$ cat config.mk
export PLATFORM = sky130hd
export DESIGN_NAME = program_loader
export DESIGN_NICKNAME = d
export VERILOG_FILES = /design/src/rtl/program_loader.sv
export SDC_FILE = /design/constraint.sdc
export NUM_CORES = 1
export LEC_CHECK = 0
export ABC_AREA = 1
export CORE_AREA = 5 5 94 96
export DETAILED_ROUTE_END_ITERATION = 10
export DIE_AREA = 0 0 99 101
export SLEW_MARGIN = 30
export SYNTH_ARGS = -nofsm -noshare
export SYNTH_HDL_FRONTEND = slang
export SYNTH_SLANG_ARGS = --single-unit
$ cat constraint.sdc
create_clock -name clk -period 2.1 [get_ports clk]
set_input_delay 0.42 -clock clk [delete_from_list [all_inputs] [get_ports clk]]
set_output_delay 0.42 -clock clk [all_outputs]
set_load 0.005 [all_outputs]
$ cat src/rtl/program_loader.sv
`default_nettype none
// ============================================================================
//  Module      : program_loader
//  Description : Byte-stream program loader. Parses LEN, {HI,LO} pairs and a
//                trailing checksum byte, writes 15-bit instruction words into
//                the instruction memory from address 0 and holds the CPU until
//                the image is complete and its checksum verifies.
//  Revision    : 1.0 - initial release
// ============================================================================
module program_loader (
    input  logic        clk,
    input  logic        reset,
    input  logic        in_valid,
    input  logic [7:0]  in_data,
    output logic        in_ready,
    output logic        im_w,
    output logic [7:0]  im_addr,
    output logic [14:0] im_data,
    output logic        cpu_hold,
    output logic        done,
    output logic        error
);

    typedef enum logic [2:0] {
        S_LEN  = 3'd0,
        S_HI   = 3'd1,
        S_LO   = 3'd2,
        S_CHK  = 3'd3,
        S_DONE = 3'd4,
        S_ERR  = 3'd5
    } state_t;

    state_t      r_state;
    logic [7:0]  r_count;
    logic [7:0]  r_addr;
    logic [7:0]  r_sum;
    logic [6:0]  r_opcode;

    logic        w_accept;
    logic [7:0]  w_sum;
    state_t      w_state_nxt;

    // A byte moves the FSM only when both sides agree on the handshake
    assign w_accept = in_valid && in_ready;
    assign w_sum    = r_sum + in_data;

    // Next-state decode; registered outputs are derived from it so they
    // switch on the same edge as the state itself
    always_comb begin
        w_state_nxt = r_state;
        if (w_accept) begin
            case (r_state)
                S_LEN:   w_state_nxt = (in_data == 8'd0) ? S_CHK : S_HI;
                S_HI:    w_state_nxt = in_data[7] ? S_ERR : S_LO;
                S_LO:    w_state_nxt = (r_count == 8'd1) ? S_CHK : S_HI;
                S_CHK:   w_state_nxt = (w_sum == 8'd0) ? S_DONE : S_ERR;
                default: w_state_nxt = r_state;
            endcase
        end
    end

    // Loader state, datapath and registered outputs
    always_ff @(posedge clk or posedge reset) begin
        if (reset) begin
            r_state  <= S_LEN;
            r_count  <= 8'd0;
            r_addr   <= 8'd0;
            r_sum    <= 8'd0;
            r_opcode <= 7'd0;
            in_ready <= 1'b1;
            im_w     <= 1'b0;
            im_addr  <= 8'd0;
            im_data  <= 15'd0;
            cpu_hold <= 1'b1;
            done     <= 1'b0;
            error    <= 1'b0;
        end else begin
            // Write strobe is a single-cycle pulse; HI always separates two LO bytes
            im_w    <= 1'b0;
            r_state <= w_state_nxt;
            if (w_accept) begin
                r_sum <= w_sum;
                case (r_state)
                    S_LEN: begin
                        r_count <= in_data;
                        r_addr  <= 8'd0;
                    end
                    S_HI: begin
                        r_opcode <= in_data[6:0];
                    end
                    S_LO: begin
                        im_w    <= 1'b1;
                        im_addr <= r_addr;
                        im_data <= {r_opcode, in_data};
                        // At N=255 this reaches 255 after the last word, which is never written
                        r_addr  <= r_addr + 8'd1;
                        r_count <= r_count - 8'd1;
                    end
                    default: ;
                endcase
            end
            in_ready <= (w_state_nxt != S_DONE) && (w_state_nxt != S_ERR);
            cpu_hold <= (w_state_nxt != S_DONE);
            done     <= (w_state_nxt == S_DONE);
            error    <= (w_state_nxt == S_ERR);
        end
    end

endmodule
`default_nettype wire

==> results.py, run 1 <==
metrics = {
    "outcome": {
        "outcome": "finished, final reports clean",
    },
    "timing": {
        "clock_skew_ns": 0.008869,
        "drv_slew": 0,
        "fin_crit_sh": 0.9170,
        "hold_ws_ns": 0.4650,
        "period_minus_slack_ns": 1.926,
        "setup_viol": 0,
        "final_hold_viol_count": 0,
        "max_freq_ghz": 0.5193,
        "max_slew_margin": 0.7749,
        "grt_setup_unrepaired": "false",
        "tightest_slew_ns": 0.3376,
    },
    "detailed_routing": {
        "vias": 2513,
        "ant_nets": 0,
        "drt_wl_total_microns": 6468,
        "wire_per_inst_microns": 11.80,
        "drtIter0Drc": 108,
        "via_per_inst": 4.586,
        "drc": 0,
        "first_pass_iters": 4,
    },
    "power": {
        "total_power_w": 0.003252,
        "pwr-share-comb": 0.272,
        "ir_worst_vdd_uv": 473.0,
        "p_per_area_mw_per_mm2": 821.0,
        "clockPowerShare": 0.324,
        "switching_share": 0.3050,
        "p_leak_nw": 1.944,
        "p_int_w": 0.002260,
        "seqPwrFrac": 0.404,
        "power.switching_w": 0.0009919,
    },
    "synth": {
        "synth_warnings": 0,
        "synth-seq-area-share": 0.5065,
        "ys_types": 32,
        "ys_ff_latch": 62,
        "syn-instance-count": 372,
        "synth_nets": 394,
        "syn_area_per_cell_sq_um": 8.247,
        "syn_area_sq_mm": 0.003068,
    },
    "placed_design": {
        "port_buffers": 38,
        "dp_hpwl_microns": 4845,
        "dpl.cell_count": 531,
        "globalplace.congestion": 0.8300,
    },
    "floorplanning": {
        "start_util": 0.3850,
        "chipWidth_microns": 99,
        "dieArea_sq_mm": 0.009999,
        "ioPinCount": 39,
        "die_h_microns": 101,
        "core_area_sq_mm": 0.007969,
        "fp-row-count": 33,
    },
    "cts": {
        "cts_root_buffer": "clkbuf_8",
        "clock_sinks": 62,
        "cts_htree_levels": 3,
        "cts_buffer_depth": 2,
        "cts_tree": "yes",
        "cts_buffers": 9,
        "insertion_delay_ns": 0.33,
        "path_clk_slew_ns": 0.08,
    },
    "run": {
        "cap_violations": 0,
    },
    "cells_and_area": {
        "final_layout_size_suffix_gt1_frac": 0.1625,
        "final_nets": 460,
        "area_growth_pct": 29.12,
        "antenna_cells": 0,
        "final_cells": 548,
        "final_common_cell": "nand2_1",
        "final_cell_mix": "nand2_1 (100), dfrtp_1 (60), inv_1 (50)",
    },
    "worst_setup_path": {
        "arrival_ns": 2.14,
        "cp-end-kind": "register",
        "setup.worst_path.start_class": "input port",
        "crit_required_ns": 2.31,
        "critPathMaxFanout": 4,
        "critPathKind": "in -> reg",
    },
    "global_route": {
        "grt_max_degree": 63,
        "track_usage": 0.1413,
        "grt_pass1_wl_microns": 11420,
        "antenna_found_initial": 0,
        "grt-ovfl-total": 0,
        "grt_pass1_vias": 2519,
    },
    "min_path": {
        "hold_path_class": "in -> async",
    },
}
==> per-stage QoR <==
step | setup WS, ns | cell area [sq um] | TNS [ns] | utilization
finish | 0.1742 | 3961 | 0 | 0.4971
floorplan | 0.1419 | 3068 | 0 | -
global placement | -0.3416 | 3731 | -1.285 | 0.4682
global route | 0.004775 | 3961 | 0 | 0.4971
CTS | 0.1150 | 3946 | 0 | 0.4952
detailed placement | -0.4368 | 3731 | -1.792 | 0.4682
==> per-layer routing <==
| metal | vias to the layer above | global-route usage | wire, microns |
|---|---|---|---|
| met5 | - | 0 | 0 |
| met4 | 0 | 0.03782 | 43 |
| met3 | 4 | 0.03737 | 299 |
| met2 | 38 | 0.2273 | 2925 |
| met1 | 1157 | 0.1893 | 3200 |
| li1 | 1314 | - | - |
==> final timing paths <==
path                       startpoint         end  slack (ns)  cells after the start
max                        in_data[5]       error        0.17                     14
min                             reset        im_w        0.46                      3
max reg2reg                  r_sum[0]       error        0.21                     12
min reg2reg                im_data[9]  im_data[9]        0.46                      2
max in group asynchronous       reset    in_ready        1.30                      3
min in group clk           im_data[9]  im_data[9]        0.47                      2
==> power groups by stage <==
stage          combinational [W]  clock, W  sequential, W
5_1_grt                  0.00103   0.00113        0.00133
3_5_place_dp            0.000856         0        0.00133
4_1_cts                 0.000873   0.00108        0.00131
3_3_place_gp            0.000835         0        0.00133
2_1_floorplan           0.000571         0        0.00132
6_report                0.000885   0.00105        0.00132
==> cells in the mapped netlist <==
library cell	count	share of area
or2_4	1	0.0029
xor2_1	1	0.0029
o21ai_1	11	0.018
nor3_1	1	0.0016
o211ai_1	4	0.0098
nand3_1	18	0.029
clkbuf_2	1	0.0016
buf_6	1	0.0037
inv_2	4	0.0049
nor2_4	2	0.0073
nand2_1	100	0.12
o21ai_0	35	0.057
a21oi_1	16	0.026
nand2_2	7	0.014
nor2_2	3	0.0061
buf_4	1	0.0024
nor3_2	3	0.0098
a31oi_1	3	0.0061
clkbuf_1	2	0.0024
nor3b_1	2	0.0049
dfrtp_1	60	0.49
buf_2	5	0.0082
o22ai_1	2	0.0041
nor2_1	19	0.023
o21a_1	1	0.0024
ha_1	10	0.041
dfstp_2	2	0.017
inv_1	52	0.064
xnor2_1	2	0.0057
fa_1	1	0.0065
nand3_2	1	0.0033
nand4_1	1	0.0020
==> flip-flops by register name (all words and copies together) (netlist names), 3 cells and up <==
name      count
im_addr       8
r_state       3
im_data      15
r_opcode      7
r_count       8
r_sum         8
r_addr        8
==> area by class of cell <==
type	instances	area, sq um
sequential	62	1554
fill	798	4008
tap	105	131.4
inverter	56	210.2
clock inverter	6	61.31
timing repair buffer	65	596.8
clock buffer	10	137.6
multi-input combinational	244	1270
==> repair_timing <==
action                     in CTS  in global routing
setup endpoints to repair       4                  4
hold buffers                    0                  0
buffers inserted                1                  0
pin swaps                       1                  2
gates resized for setup         4                  3
==> worst max-delay path: stages <==
cell,delay [ns]
clkdlybuf4s50_1,0.43
ha_1,0.37
nand2_1,0.12
inv_1,0.05
a21oi_1,0.17
nand2_1,0.07
nand2_1,0.08
nand2_1,0.06
nor2_1,0.08
nand2_1,0.06
nand2_1,0.07
nand2_2,0.06
nand2_2,0.07
nor2_1,0.04
==> cells by family after synthesis <==
kind of cell             after synthesis  share of synthesized area
AND/OR/NAND/NOR                      158                     0.2272
buffers and inverters                 66                    0.08687
AO/OA/AOI/OAI                         72                     0.1236
flip-flops                            62                     0.5065
adder cells (fa/ha/maj)               11                    0.04731
XOR/XNOR                               3                   0.008566
(Power assumes the default switching activity.)
==> run 2: changes to the inputs <==
Settings changed: CORE_AREA 5 5 94 96 to 2 2 91 93, DIE_AREA 0 0 99 101 to 0 0 93 95.
==> results.py, run 2 (synthesis gave the netlist of run 1 again) <==
metrics = {
    "placed_design": {
        "dp_hpwl_microns": 4644,
        "dpl_worst_slack_ns": -0.3984,
        "port_buffers": 38,
        "postPlaceCellArea_sq_mm": 0.003729,
        "globalplace.congestion": 0.8470,
    },
    "cells_and_area": {
        "top_register": "im_data",
        "final_layout_size_suffix_gt1_frac": 0.1542,
        "final_nets": 458,
        "area_growth_pct": 29.24,
        "nFillCells": 794,
        "largest_reg_flops": 15,
        "final_area_sq_mm": 0.003965,
        "antenna_cells": 0,
        "final_common_cell": "nand2_1",
        "final_cell_mix": "nand2_1 (100), dfrtp_1 (60), inv_1 (50)",
    },
    "timing": {
        "max_slew_margin": 0.7798,
        "setup_viol": 0,
        "period_minus_slack_ns": 1.944,
        "fin_ws_ns": 0.1560,
        "clock_skew_ns": 0.006291,
        "tightest_slew_ns": 0.3303,
        "max_freq_ghz": 0.5144,
        "grt_setup_unrepaired": "false",
        "drv_slew": 0,
        "final_hold_viol_count": 0,
        "fin_crit_sh": 0.9257,
    },
    "global_route": {
        "track_usage": 0.1579,
        "antenna_found_initial": 0,
        "grt_max_degree": 63,
        "grt_pass1_wl_microns": 10820,
        "grt-ovfl-total": 0,
        "grt_pass1_vias": 2392,
    },
    "cts": {
        "cts_root_buffer": "clkbuf_8",
        "cts_buffers": 9,
        "cts_tree": "yes",
        "cts_buffer_depth": 2,
        "cts_hold_buffers": 0,
        "path_clk_slew_ns": 0.07,
        "insertion_delay_ns": 0.33,
        "cts_htree_levels": 3,
        "clock_sinks": 62,
    },
    "worst_setup_path": {
        "arrival_ns": 2.17,
        "crit_required_ns": 2.32,
        "critPathKind": "in -> reg",
        "r2r_setup_slack_ns": 0.19,
        "critPathMaxFanout": 4,
        "setup.worst_path.start_class": "input port",
        "cp-end-kind": "register",
    },
    "detailed_routing": {
        "first_pass_iters": 4,
        "wire_per_inst_microns": 11.52,
        "drc": 0,
        "via_per_inst": 4.604,
        "vias": 2514,
        "drt_wl_total_microns": 6289,
        "drtIter0Drc": 74,
        "ant_nets": 0,
    },
    "run": {
        "cap_violations": 0,
    },
    "floorplanning": {
        "chipWidth_microns": 93,
        "fp-row-count": 33,
        "ioPinCount": 39,
        "dieArea_sq_mm": 0.008835,
        "start_util": 0.3870,
        "die_h_microns": 95,
        "core_area_sq_mm": 0.007928,
    },
    "outcome": {
        "outcome": "finished, final reports clean",
    },
    "power": {
        "p_leak_nw": 1.953,
        "ir_worst_vdd_uv": 459.9,
        "p_per_area_mw_per_mm2": 835.3,
    },
    "min_path": {
        "hold_path_class": "in -> reg",
    },
}
==> run 2: cell type report <==
class,count,area (sq um),share of cell area
clock inverter,6,86.33,0.02177
timing repair buffer,63,598.1,0.1508
multi-input combinational,244,1257,0.3171
sequential,62,1554,0.3919
clock buffer,10,127.6,0.03219
inverter,56,210.2,0.05301
tap,105,131.4,0.03313
==> run 2: repair_timing <==
item | CTS | global route
resized for setup | 1 | 5
setup buffers | 0 | 1
setup endpoints to repair | 4 | 4
pin swaps | 0 | 4
==> run 2: per-layer routing <==
metal | GRT usage | vias to the layer above | share of wire | wire length (microns)
li1 | - | 1309 | - | -
met1 | 0.2061 | 1159 | 0.51 | 3179
met2 | 0.2506 | 40 | 0.45 | 2828
met3 | 0.04789 | 6 | 0.034 | 216
met4 | 0.05515 | 0 | 0.010 | 65
met5 | 0 | - | 0 | 0
==> run 2: through the flow <==
step / hold WS, ns / utilization / setup TNS, ns / cells / total power [W]
6_report: 0.4483 / 0.5002 / 0 / 546 / 0.003312
5_1_grt: 0.4553 / 0.5002 / 0 / 546 / 0.003544
4_1_cts: 0.4743 / 0.4976 / 0 / 545 / 0.003341
3_5_place_dp: 0.4598 / 0.4703 / -1.626 / 529 / 0.002190
3_3_place_gp: 0.4545 / 0.4703 / -1.325 / 529 / 0.002164
2_1_floorplan: 0.4492 / - / 0 / 372 / 0.001893
==> run 2: worst paths after layout <==
check / start / end / depth (start not counted)
min in group asynchronous: reset / im_data[10] / 3
hold / removal: in_data[0] / im_data[0] / 3
setup / recovery: in_data[4] / error / 14
hold reg to reg: im_data[14] / im_data[14] / 2
setup reg to reg: r_sum[0] / error / 12
max in group asynchronous: reset / in_ready / 3
==> run 2: power by group <==
part	internal (W)	total (W)	leakage [nW]	switching (W)
combinational	0.000401	0.000865	1.07	0.000464
sequential	0.00127	0.00131	0.780	0.0000461
clock	0.000666	0.00113	0.106	0.000468
==> run 2: critical path, cell delays in order <==
cell             delay, ns
clkdlybuf4s50_1       0.46
ha_1                  0.36
nand2_1               0.07
nand2_1               0.06
a21oi_1               0.17
nand2_1               0.07
nand2_1               0.08
nand2_1               0.06
nor2_1                0.10
nand2_1               0.06
nand2_1               0.07
nand2_2               0.06
nand2_2               0.07
nor2_1                0.04
==> run 3: changes to the inputs <==
Settings changed: CELL_PAD_IN_SITES_DETAIL_PLACEMENT set to 0, CELL_PAD_IN_SITES_GLOBAL_PLACEMENT set to 1, PLACE_DENSITY_LB_ADDON set to 0.1.
==> results.py, run 3 (synthesis gave the netlist of run 1 again) <==
metrics = {
    "detailed_routing": {
        "ant_nets": 0,
        "via_per_inst": 4.539,
        "vias": 2501,
        "drt_wl_total_microns": 6479,
        "wire_per_inst_microns": 11.76,
        "drc": 0,
        "drtIter0Drc": 69,
        "first_pass_iters": 4,
    },
    "timing": {
        "final.setup.tns_ns": 0,
        "drv_slew": 0,
        "max_slew_margin": 0.7683,
        "period_minus_slack_ns": 1.888,
        "tightest_slew_ns": 0.3470,
        "clock_skew_ns": 0.007611,
        "hold_ws_ns": 0.3704,
        "setup_viol": 0,
        "fin_crit_sh": 0.8991,
        "grt_setup_unrepaired": "false",
        "fin_ws_ns": 0.2119,
        "final_hold_viol_count": 0,
        "max_freq_ghz": 0.5296,
    },
    "placed_design": {
        "dp_hpwl_microns": 4971,
        "dpl_worst_slack_ns": -0.3863,
        "globalplace.congestion": 0.7905,
        "dpl.cell_count": 534,
        "port_buffers": 38,
    },
    "power": {
        "switching_share": 0.2901,
        "clockPowerShare": 0.337,
        "ir_worst_vdd_uv": 497.1,
        "pwr-share-comb": 0.275,
        "p_per_area_mw_per_mm2": 839.6,
        "p_leak_nw": 1.986,
        "seqPwrFrac": 0.388,
        "power.switching_w": 0.0009888,
        "p_int_w": 0.002419,
    },
    "floorplanning": {
        "start_util": 0.3870,
        "die_h_microns": 95,
        "fp-row-count": 33,
        "ioPinCount": 39,
        "dieArea_sq_mm": 0.008835,
        "core_area_sq_mm": 0.007928,
        "chipWidth_microns": 93,
    },
    "cts": {
        "insertion_delay_ns": 0.34,
        "cts_root_buffer": "clkbuf_8",
        "cts_htree_levels": 3,
        "clock_sinks": 62,
        "cts_hold_buffers": 0,
        "cts_buffer_depth": 2,
        "cts_tree": "yes",
        "cts_buffers": 9,
        "path_clk_slew_ns": 0.07,
    },
    "run": {
        "cap_violations": 0,
    },
    "worst_setup_path": {
        "critPathMaxFanout": 3,
        "slowest_delay_ns": 0.44,
        "crit_family": "simple AND/OR/NAND/NOR gates",
        "path_common_cell": "nand2_1",
        "crit_required_ns": 2.32,
        "setup.worst_path.start_class": "input port",
        "crit_path_top_delay_cell": "clkdlybuf4s50_1",
        "cp-end-kind": "register",
        "critPathKind": "in -> reg",
        "cp_cell_sequence": "clkdlybuf4s50_1 -> ha_1 -> nand2_1 -> inv_1 -> a21oi_2 -> nand2_1 -> nand2_1 -> nand2_1 -> nor2_1 -> nand2_1 -> nand2_1 -> nand2_2 -> nand2_2 -> nor2_1",
        "cp_num_buf_inv": 2,
        "arrival_ns": 2.11,
    },
    "cells_and_area": {
        "antenna_cells": 0,
        "final_cells": 551,
        "area_growth_pct": 32.30,
        "largest_reg_flops": 15,
        "utilization": 0.5120,
        "top_register": "im_data",
        "final_layout_size_suffix_gt1_frac": 0.1771,
        "nFillCells": 784,
        "final_cell_mix": "nand2_1 (99), dfrtp_1 (60), inv_1 (50)",
        "final_common_cell": "nand2_1",
        "final_nets": 463,
    },
    "global_route": {
        "grt_pass1_wl_microns": 11480,
        "grt_pass1_vias": 2536,
        "antenna_found_initial": 0,
        "track_usage": 0.1666,
        "grt_max_degree": 22,
        "grt-ovfl-total": 0,
    },
    "outcome": {
        "outcome": "finished, final reports clean",
    },
    "min_path": {
        "hold_path_class": "in -> async",
    },
}
[run 3: final cells by class]
cell class	instances	area (sq um)	share of cell area
multi-input combinational	244	1300	0.3203
timing repair buffer	68	648.1	0.1597
tap	105	131.4	0.03237
sequential	62	1554	0.3829
clock buffer	12	145.1	0.03576
clock inverter	4	70.07	0.01726
inverter	56	210.2	0.05179
[run 3: path summary, 6_finish.rpt]
path / from / to / slack, ns / depth (start not counted)
min reg2reg: im_data[13] / im_data[13] / 0.47 / 2
min in group clk: in_data[0] / im_data[0] / 0.45 / 3
max in group asynchronous: reset / in_ready / 1.18 / 3
max reg2reg: r_sum[0] / error / 0.25 / 12
min: reset / r_opcode[4] / 0.37 / 2
max: in_data[5] / error / 0.21 / 14
[run 3: power by group through the flow]
| stage | combinational (W) | sequential, W | clock (W) |
|---|---|---|---|
| final | 0.000937 | 0.00132 | 0.00115 |
| after global routing | 0.00109 | 0.00133 | 0.00124 |
| after CTS | 0.000881 | 0.00131 | 0.00118 |
| after detailed placement | 0.000874 | 0.00134 | 0 |
| after global placement | 0.000864 | 0.00134 | 0 |
| after floorplan | 0.000571 | 0.00132 | 0 |
[run 3: routing by layer]
layer | wire [microns] | part of all wire | vias up | GRT usage
met5 | 0 | 0 | - | 0
met3 | 194 | 0.030 | 11 | 0.04549
met4 | 121 | 0.019 | 0 | 0.06127
li1 | - | - | 1317 | -
met2 | 2992 | 0.46 | 38 | 0.2615
met1 | 3170 | 0.49 | 1135 | 0.2216
[run 3: timing repair]
item | in CTS | in global routing
pin swaps | 1 | 2
buffers inserted | 0 | 1
gates resized for setup | 2 | 11
setup endpoints to repair | 3 | 4
[run 3: through the flow]
stage          instance area, sq um  power, W
2_1_floorplan                  3068  0.001893
3_3_place_gp                   3779  0.002199
3_5_place_dp                   3779  0.002210
4_1_cts                        3999  0.003375
5_1_grt                        4059  0.003664
6_report                       4059  0.003408
